==> src/rtl/div_pkg.sv <==
// Shared types and helpers for the sequential signed divider.
package div_pkg;

  localparam int unsigned DW  = 8;
  localparam int unsigned D1W = DW + 1;
  localparam int unsigned CW  = $clog2(D1W);

  typedef logic [DW:0]   comp2_t;
  typedef logic [DW:0]   mag_t;
  typedef logic [DW+1:0] prem_t;
  typedef logic          signal_t;
  typedef logic [CW-1:0] cnt_t;

  typedef enum logic [2:0] {IDLE, LOAD, SHIFT, FIX, DONE} div_state_t;

  typedef struct packed {
    comp2_t  quotient;
    comp2_t  remainder;
    signal_t div_by_zero;
    signal_t overflow;
  } div_res_t;

  // Unsigned magnitude of a two's-complement value; the most negative
  // value maps to 2^DW, which still fits in DW+1 unsigned bits.
  function automatic mag_t abs_mag(comp2_t x);
    return x[DW] ? mag_t'(-x) : mag_t'(x);
  endfunction

endpackage

==> src/rtl/div_restore_step.sv <==
// One restoring-division iteration: shift in a dividend bit, trial-subtract.
module div_restore_step
  import div_pkg::*;
(
  input  prem_t   part_rem,
  input  signal_t next_bit,
  input  mag_t    div_mag,
  output prem_t   part_rem_next,
  output signal_t q_bit
);

  prem_t shifted;
  prem_t trial;

  // Keep the trial difference when non-negative, otherwise restore.
  always_comb begin
    shifted       = (part_rem << 1) | prem_t'(next_bit);
    trial         = shifted - {1'b0, div_mag};
    q_bit         = ~trial[DW+1];
    part_rem_next = trial[DW+1] ? shifted : trial;
  end

endmodule

==> src/rtl/seq_divider.sv <==
// Sequential signed restoring divider with start/ready handshake.
module seq_divider
  import div_pkg::*;
(
  input  logic          clk,
  input  logic          rst,
  input  logic          start,
  input  logic [DW:0]   dividend,
  input  logic [DW:0]   divisor,
  output logic          ready,
  output logic          done,
  output logic [DW:0]   quotient,
  output logic [DW:0]   remainder,
  output logic          div_by_zero,
  output logic          overflow
);

  div_state_t state, state_nxt;
  div_res_t   res;
  comp2_t     a_op, b_op;
  mag_t       amag, bmag;
  prem_t      prem, prem_nxt;
  cnt_t       cnt;
  signal_t    sign_q, sign_r, q_bit;
  mag_t       rem_mag;

  assign rem_mag = prem[DW:0];

  div_restore_step u_step (
    .part_rem      (prem),
    .next_bit      (amag[DW]),
    .div_mag       (bmag),
    .part_rem_next (prem_nxt),
    .q_bit         (q_bit)
  );

  // State register.
  always_ff @(posedge clk or posedge rst) begin
    if (rst) state <= IDLE;
    else     state <= state_nxt;
  end

  // Next-state logic and handshake outputs.
  always_comb begin
    state_nxt = state;
    ready     = 1'b0;
    done      = 1'b0;
    case (state)
      IDLE: begin
        ready = 1'b1;
        if (start) state_nxt = LOAD;
      end
      LOAD:    state_nxt = (b_op == '0) ? DONE : SHIFT;
      SHIFT:   if (cnt == '0) state_nxt = FIX;
      FIX:     state_nxt = DONE;
      DONE: begin
        done      = 1'b1;
        state_nxt = IDLE;
      end
      default: state_nxt = IDLE;
    endcase
  end

  // Datapath: operand capture, iteration and result registers.
  // The dividend magnitude register doubles as the quotient shift register:
  // dividend bits leave at the MSB while quotient bits enter at the LSB.
  always_ff @(posedge clk or posedge rst) begin
    if (rst) begin
      res    <= '0;
      a_op   <= '0;
      b_op   <= '0;
      amag   <= '0;
      bmag   <= '0;
      prem   <= '0;
      cnt    <= '0;
      sign_q <= 1'b0;
      sign_r <= 1'b0;
    end else begin
      case (state)
        IDLE: begin
          if (start) begin
            a_op <= dividend;
            b_op <= divisor;
            res  <= '0;
          end
        end
        LOAD: begin
          if (b_op == '0) begin
            res.quotient    <= '0;
            res.remainder   <= a_op;
            res.div_by_zero <= 1'b1;
          end else begin
            amag   <= abs_mag(a_op);
            bmag   <= abs_mag(b_op);
            sign_q <= a_op[DW] ^ b_op[DW];
            sign_r <= a_op[DW];
            prem   <= '0;
            cnt    <= CW'(DW);
          end
        end
        SHIFT: begin
          prem <= prem_nxt;
          amag <= {amag[DW-1:0], q_bit};
          cnt  <= cnt - CW'(1);
        end
        FIX: begin
          if (!sign_q && amag[DW]) begin
            res.quotient  <= {1'b0, {DW{1'b1}}};
            res.remainder <= '0;
            res.overflow  <= 1'b1;
          end else begin
            res.quotient  <= sign_q ? comp2_t'(-amag) : comp2_t'(amag);
            res.remainder <= sign_r ? comp2_t'(-rem_mag) : comp2_t'(rem_mag);
          end
        end
        default: ;
      endcase
    end
  end

  assign quotient    = res.quotient;
  assign remainder   = res.remainder;
  assign div_by_zero = res.div_by_zero;
  assign overflow    = res.overflow;

endmodule
==> config.mk <==
export PLATFORM = sky130hd
export DESIGN_NAME = seq_divider
export DESIGN_NICKNAME = d
export VERILOG_FILES = /design/src/rtl/div_pkg.sv /design/src/rtl/div_restore_step.sv /design/src/rtl/seq_divider.sv
export SDC_FILE = /design/constraint.sdc
export NUM_CORES = 1
export LEC_CHECK = 0
export ABC_CLOCK_PERIOD_IN_PS = 3700
export CORE_AREA = 2 2 70 121
export CTS_CLUSTER_SIZE = 16
export DETAILED_ROUTE_END_ITERATION = 10
export DIE_AREA = 0 0 72 123
export PLACE_DENSITY = 0.86
export SETUP_SLACK_MARGIN = 0.4
export SLEW_MARGIN = 20
export SYNTH_ARGS = -nofsm -noshare
export SYNTH_HDL_FRONTEND = slang
export SYNTH_SLANG_ARGS = --single-unit
==> constraint.sdc <==
create_clock -name clk -period 3.7 [get_ports clk]
set_clock_uncertainty 0.2 [all_clocks]
set_input_delay 1.11 -clock clk [delete_from_list [all_inputs] [get_ports clk]]
set_output_delay 1.11 -clock clk [all_outputs]
set_load 0.02 [all_outputs]
==> metrics.txt, run 1 <==
xor/xnor share of the synthesized area 6.65%; mean post-synth cell area 9.60 µm²; drt pass-1 iters 6; DPL Wire Length 7600 µm; status finished, final reports clean; r2r startpoint amag[8]; Cells after Synth 439; TritonCTS clock tree built; max layer used met4; Max VDD drop 443 µV; Filler cells 622; vias in the first global route 3,573; first-pass GRT wire length 17,200 µm; Critical Path RT 2390 ps; Detailed Route WL 10,700 µm; Synth top area share 43.9%; crit path launch type flip-flop; Skew-Pair Late Insertion Delay 350 ps; top_reg_cell synth dfrtp_1; Num CTS Buffers 9; count of endpoints failing setup in the final report 0; Leak 2.19 nW; Period Utilization, post-route 83.8%; layout cells sized above 1 11.7%; DR DRC count 0; leading post-synthesis cells by cell area dfrtp_1 (44%), mux2_2 (5.1%), ha_1 (4.5%); top cells by count, synth dfrtp_1 (74), nand2_1 (42), inv_1 (29); fmax 322 MHz; Layout area overhead 18.6%; Total Power 4.99 mW; largest net degree at the start of global routing 38; syn nets 476; Cells after DPL 553; maximum clock path buffer count 2; H-tree depth 3; Setup crit end kind primary output; Min Clock Period, post-route 3100 ps; Post-synth ARST share 100%; post-synth top area cell dfrtp_1; Seq cells post-synth 74; sequential share of the synthesized area 43.9%; Sink Count 74; final std cells w/o fill 569; Post-Synth Simple-Gate Area 14.9%; number of distinct library cells after synthesis 62; FP Rows 43; crit path DAT 1790 ps; hold_sp quotient[0]; Relative slew margins 52.7%; final hold slack 264 ps; most frequent cell after synthesis dfrtp_1; clk slew on worst S/H paths 60 ps; Compound-Gate Fraction of Synth Area 19.1%; initial antenna violation count 0; Slew @ Worst Pin 708 ps; DIE WIDTH 72 µm; vias 3,520; Fin Setup TNS 0 ps; GRT Overall Usage 25.7%; DR iter-0 viols 336; IO Count 43; Worst Hold Depth 2; routability cong. 0.931; Synth Area in Adders 4.93%; R2R Path End prem[6]; WL met1 3810 µm; worst reg-to-reg path cell count 10; routed len/inst 18.8 µm; combinational family with the most area after synthesis compound AO/OA/AOI/OAI gates; WHS Endpoint quotient[0]; final hold vios 0; RSZ-0062 raised after global routing false; post-synthesis cell area 4210 µm²; root buffer cell clkbuf_16; Die H 123 µm; GRT overflow 0; DR vias/cell 6.19; met2 routed WL 5770 µm; Crit Path Category reg -> out; multiplexer share of the synthesized area 5.31%; Yosys Warn Count 0; nets@finish 511; WL met3 505 µm; core area 7910 µm²; MaxCap Viol Count 0; Ant. Diodes 0; P per Cell Area 997 nW/µm²; DIE AREA 8860 µm²; DRT antenna net count 0; Starting Density 53.3%; EDFF count, synth 0; IO Port Bufs 42; Crit Path Max Fanout 6; count of final max-slew check failures 0; worst hold path class reg -> reg; R2R setup slack 960 ps
## registers in the layout (all words and copies together), names as in the netlist
| signal | flops |
|---|---|
| a_op | 9 |
| state | 3 |
| b_op | 9 |
| sign_r | 1 |
| amag | 9 |
| cnt | 4 |
| prem | 9 |
| sign_q | 1 |
| quotient | 9 |
| overflow | 1 |
| remainder | 9 |
| div_by_zero | 1 |
| bmag | 9 |
## per-layer routing
layer	GRT usage, %	vias up
met1	26.7	1718
met5	0	-
met3	4.97	43
met4	16.5	0
li1	-	1639
met2	46.2	120
## area by class of cell
class                           instances  area, µm²  share of cell area [%]
Multi-Input combinational cell        311       2160                    43.2
Sequential cell                        74       1850                    37.0
Timing Repair Buffer                   48        465                    9.31
Clock buffer                           11        243                    4.85
Inverter                               30        113                    2.25
Tap cell                               90        113                    2.25
Clock inverter                          5       53.8                    1.08
## placed cells by master, fill, tap and decap left out, types with 4 or more instances in the layout
| cell | netlist | layout |
|---|---|---|
| xor2_1 | 15 | 15 |
| clkdlybuf4s50_1 | 0 | 42 |
| nor3_1 | 20 | 18 |
| nor2_1 | 18 | 18 |
| a22oi_1 | 7 | 7 |
| o211ai_1 | 8 | 8 |
| xnor2_1 | 17 | 17 |
| buf_4 | 0 | 6 |
| a21oi_1 | 21 | 21 |
| dfrtp_1 | 74 | 74 |
| nand2_1 | 42 | 42 |
| ha_1 | 15 | 15 |
| nand3_1 | 19 | 19 |
| or3_1 | 4 | 4 |
| mux2_2 | 19 | 19 |
| inv_1 | 29 | 28 |
| o21ai_1 | 4 | 4 |
| o31ai_1 | 7 | 7 |
| a22o_1 | 7 | 7 |
| and2_1 | 4 | 4 |
| nor2b_1 | 5 | 5 |
| o21ai_0 | 28 | 27 |
| clkbuf_16 | 0 | 9 |
## power by group
part	leakage, nW	switching (mW)	total [mW]	internal, mW
sequential	0.932	0.472	1.63	1.16
clock	0.149	0.346	0.884	0.538
combinational	1.10	1.39	2.47	1.08
## worst max path at each step
| stage | startpoint | cells past startpoint | end | slack [ps] |
|---|---|---|---|---|
| 2_1_floorplan | rst | 1 | a_op[0] | 510 |
| 3_3_place_gp | state[1] | 2 | ready | 940 |
| 3_5_place_dp | state[2] | 2 | ready | 910 |
| 4_1_cts | state[2] | 2 | ready | 500 |
| 5_1_grt | state[2] | 2 | ready | 550 |
| 6_report | state[2] | 2 | ready | 600 |
## repair_timing
action | in CTS | in global routing
endpoints found under the hold margin | 0 | 0
endpoints found under the setup margin | 0 | 1
gates resized for setup | 0 | 1
buffers inserted | 0 | 0
hold buffers | 0 | 0
## logic make-up after synthesis
| kind of cell | Yosys count |
|---|---|
| AOI/OAI and AO/OA | 115 |
| buffers and inverters | 54 |
| xor gates and xnor gates | 32 |
| adders and majority gates | 16 |
| DFF | 74 |
| and+or+nand+nor | 128 |
| muxes | 20 |
## through the flow
| step | cell area (µm²) | util (%) | setup slack, ps |
|---|---|---|---|
| 3_5_place_dp | 4700 | 59.4 | 909 |
| 3_3_place_gp | 4700 | 59.4 | 945 |
| 6_report | 5000 | 63.2 | 599 |
| 2_1_floorplan | 4210 | - | 508 |
| 4_1_cts | 4990 | 63.2 | 495 |
| 5_1_grt | 5000 | 63.2 | 546 |
## worst max-delay path, stage by stage, from the launching register on
cell	delay, ps
dfrtp_1	450
nor3_2	330
clkdlybuf4s50_1	660
(Power assumes the default switching activity.)
==> run 2, diff against run 1 <==
--- a/config.mk
+++ b/config.mk
@@ -5,7 +5,7 @@
 export SDC_FILE = /design/constraint.sdc
 export NUM_CORES = 1
 export LEC_CHECK = 0
-export ABC_CLOCK_PERIOD_IN_PS = 3700
+export ABC_CLOCK_PERIOD_IN_PS = 3200
 export CORE_AREA = 2 2 70 121
 export CTS_CLUSTER_SIZE = 16
 export DETAILED_ROUTE_END_ITERATION = 10
==> constraint.sdc (replaced) <==
create_clock -name clk -period 3.2 [get_ports clk]
set_clock_uncertainty 0.2 [all_clocks]
set_input_delay 0.96 -clock clk [delete_from_list [all_inputs] [get_ports clk]]
set_output_delay 0.96 -clock clk [all_outputs]
set_load 0.02 [all_outputs]
==> run 2 against run 1 <==
Effect of this change:
- worst hold slack gained 15 ps
- global-route usage fell by 0.48 points
- register-to-register slack got worse by 420 ps
- setup slack got worse by 66 ps
- die area unchanged
- cell area grew 0.40%
- power grew 15%
- combinational power up 19%
- largest cell class unchanged
- largest power group unchanged
- highest routed layer unchanged
==> metrics.txt, run 2 (synthesized netlist as in run 1, its figures left out) <==
final hold vios 0; maximum clock path buffer count 2; clk slew on worst S/H paths 60 ps; crit path max-delay cell type dfrtp_1; Ant. Diodes 0; largest net degree at the start of global routing 40; DPL Wire Length 7630 µm; Die H 123 µm; Period Utilization, post-route 83.4%; P_int 3.16 mW; Min Clock Period, post-route 2670 ps; nets@finish 514; worst reg-to-reg path cell count 10; final std cells w/o fill 571; IO Count 43; worst hold path class reg -> reg; crit path DAT 1510 ps; area post-placement 4720 µm²; DRT antenna net count 0; DR DRC count 0; final hold slack 279 ps; count of endpoints failing setup in the final report 0; routability cong. 0.939; root buffer cell clkbuf_16; CP Cell Sequence nor3_2, dlygate4sd2_1; P per Cell Area 1140 nW/µm²; hold_sp bmag[5]; Gate power share 51.5%; Skew-Pair Late Insertion Delay 340 ps; Filler cells 643; routed len/inst 18.4 µm; most frequent cells in the layout dfrtp_1 (74), nand2_1 (42), clkdlybuf4s50_1 (40), inv_1 (28), o21ai_0 (27); MaxCap Viol Count 0; Detailed Route WL 10,500 µm; Starting Density 53.3%; GRT Overall Usage 25.2%; sw frac 44.8%; initial antenna violation count 0; R2R setup slack 540 ps; DIE WIDTH 72 µm; FP Rows 43; Leak 2.19 nW; Crit Path Max Fanout 6; crit path launch type flip-flop; Clock power frac 15.9%; Util after Layout 63.5%; sequential power share 32.6%; Largest delay share family, worst path flip-flops; Worst Hold Depth 2; DIE AREA 8860 µm²; H-tree depth 3; count of final max-slew check failures 0; Sink Count 74; R2R Path End prem[8]; fmax 375 MHz; first-pass GRT wire length 17,000 µm; r2r startpoint amag[8]; vias 3,522; Cells after DPL 554; Net Sw Power 2.57 mW; vias in the first global route 3,562; IO Port Bufs 42; Critical Path RT 2040 ps; Max VDD drop 568 µV; RSZ-0062 raised after global routing false; TritonCTS clock tree built; Crit Path Category reg -> out; most common cell after layout, fill and taps aside dfrtp_1; WHS Endpoint bmag[5]; layout cells sized above 1 12.3%; GRT overflow 0; Largest stage delay, worst path 460 ps; Layout area overhead 19.1%; core area 7910 µm²; Relative slew margins 52.8%; Fin Setup TNS 0 ps; drt pass-1 iters 5; post-route cell area 5020 µm²; Bufs and invs on worst path 1; cts hold-fix bufs 0; Setup crit end kind primary output; DR vias/cell 6.17; status finished, final reports clean; DR iter-0 viols 276; Num CTS Buffers 9; Slew @ Worst Pin 706 ps
==> run 2: worst min-delay path, cell delays in order, from the launching register on <==
cell	delay, ps
dfrtp_1	340
nand2_1	40
o21ai_0	60
==> run 2: area by class of cell <==
type	count	area, µm²	share of cell area [%]
Clock inverter	5	31.3	0.623
Sequential cell	74	1850	36.9
Timing Repair Buffer	51	498	9.92
Tap cell	90	113	2.24
Inverter	30	116	2.32
Multi-Input combinational cell	311	2180	43.4
Clock buffer	10	229	4.56
==> run 2: worst max-delay path by stage <==
stage,from,to,slack (ps),depth (start not counted)
finish,state[1],ready,530,2
global route,amag[8],prem[8],380,10
CTS,amag[8],prem[8],530,10
detailed placement,amag[8],prem[8],560,10
global placement,state[1],ready,610,2
floorplan,amag[8],prem[6],820,11
==> run 2: timing repair <==
item | 4_1_cts | 5_1_grt
setup buffers | 0 | 2
resized for setup | 3 | 3
pin swaps | 0 | 1
endpoints found under the setup margin | 2 | 15
==> run 2: routing by layer <==
metal | global-route usage, % | vias to the layer above | routed length [µm]
li1 | - | 1643 | -
met1 | 26.9 | 1726 | 3830
met2 | 45.1 | 119 | 5740
met3 | 3.67 | 34 | 397
met4 | 16.9 | 0 | 529
met5 | 0 | - | 0
==> run 2: power groups by stage <==
| stage | clock network [mW] | registers (mW) | logic [mW] |
|---|---|---|---|
| after floorplan | 0 | 1.75 | 2.12 |
| after CTS | 0.921 | 1.85 | 2.86 |
| after global routing | 0.958 | 1.92 | 3.23 |
| after detailed placement | 0 | 1.86 | 2.84 |
| after global placement | 0 | 1.83 | 2.74 |
| final | 0.909 | 1.87 | 2.95 |
==> run 2: through the flow <==
stage          total power [mW]  worst slack [ps]
2_1_floorplan              3.87               818
3_3_place_gp               4.57               607
3_5_place_dp               4.70               558
4_1_cts                    5.64               528
5_1_grt                    6.11               377
6_report                   5.72               533
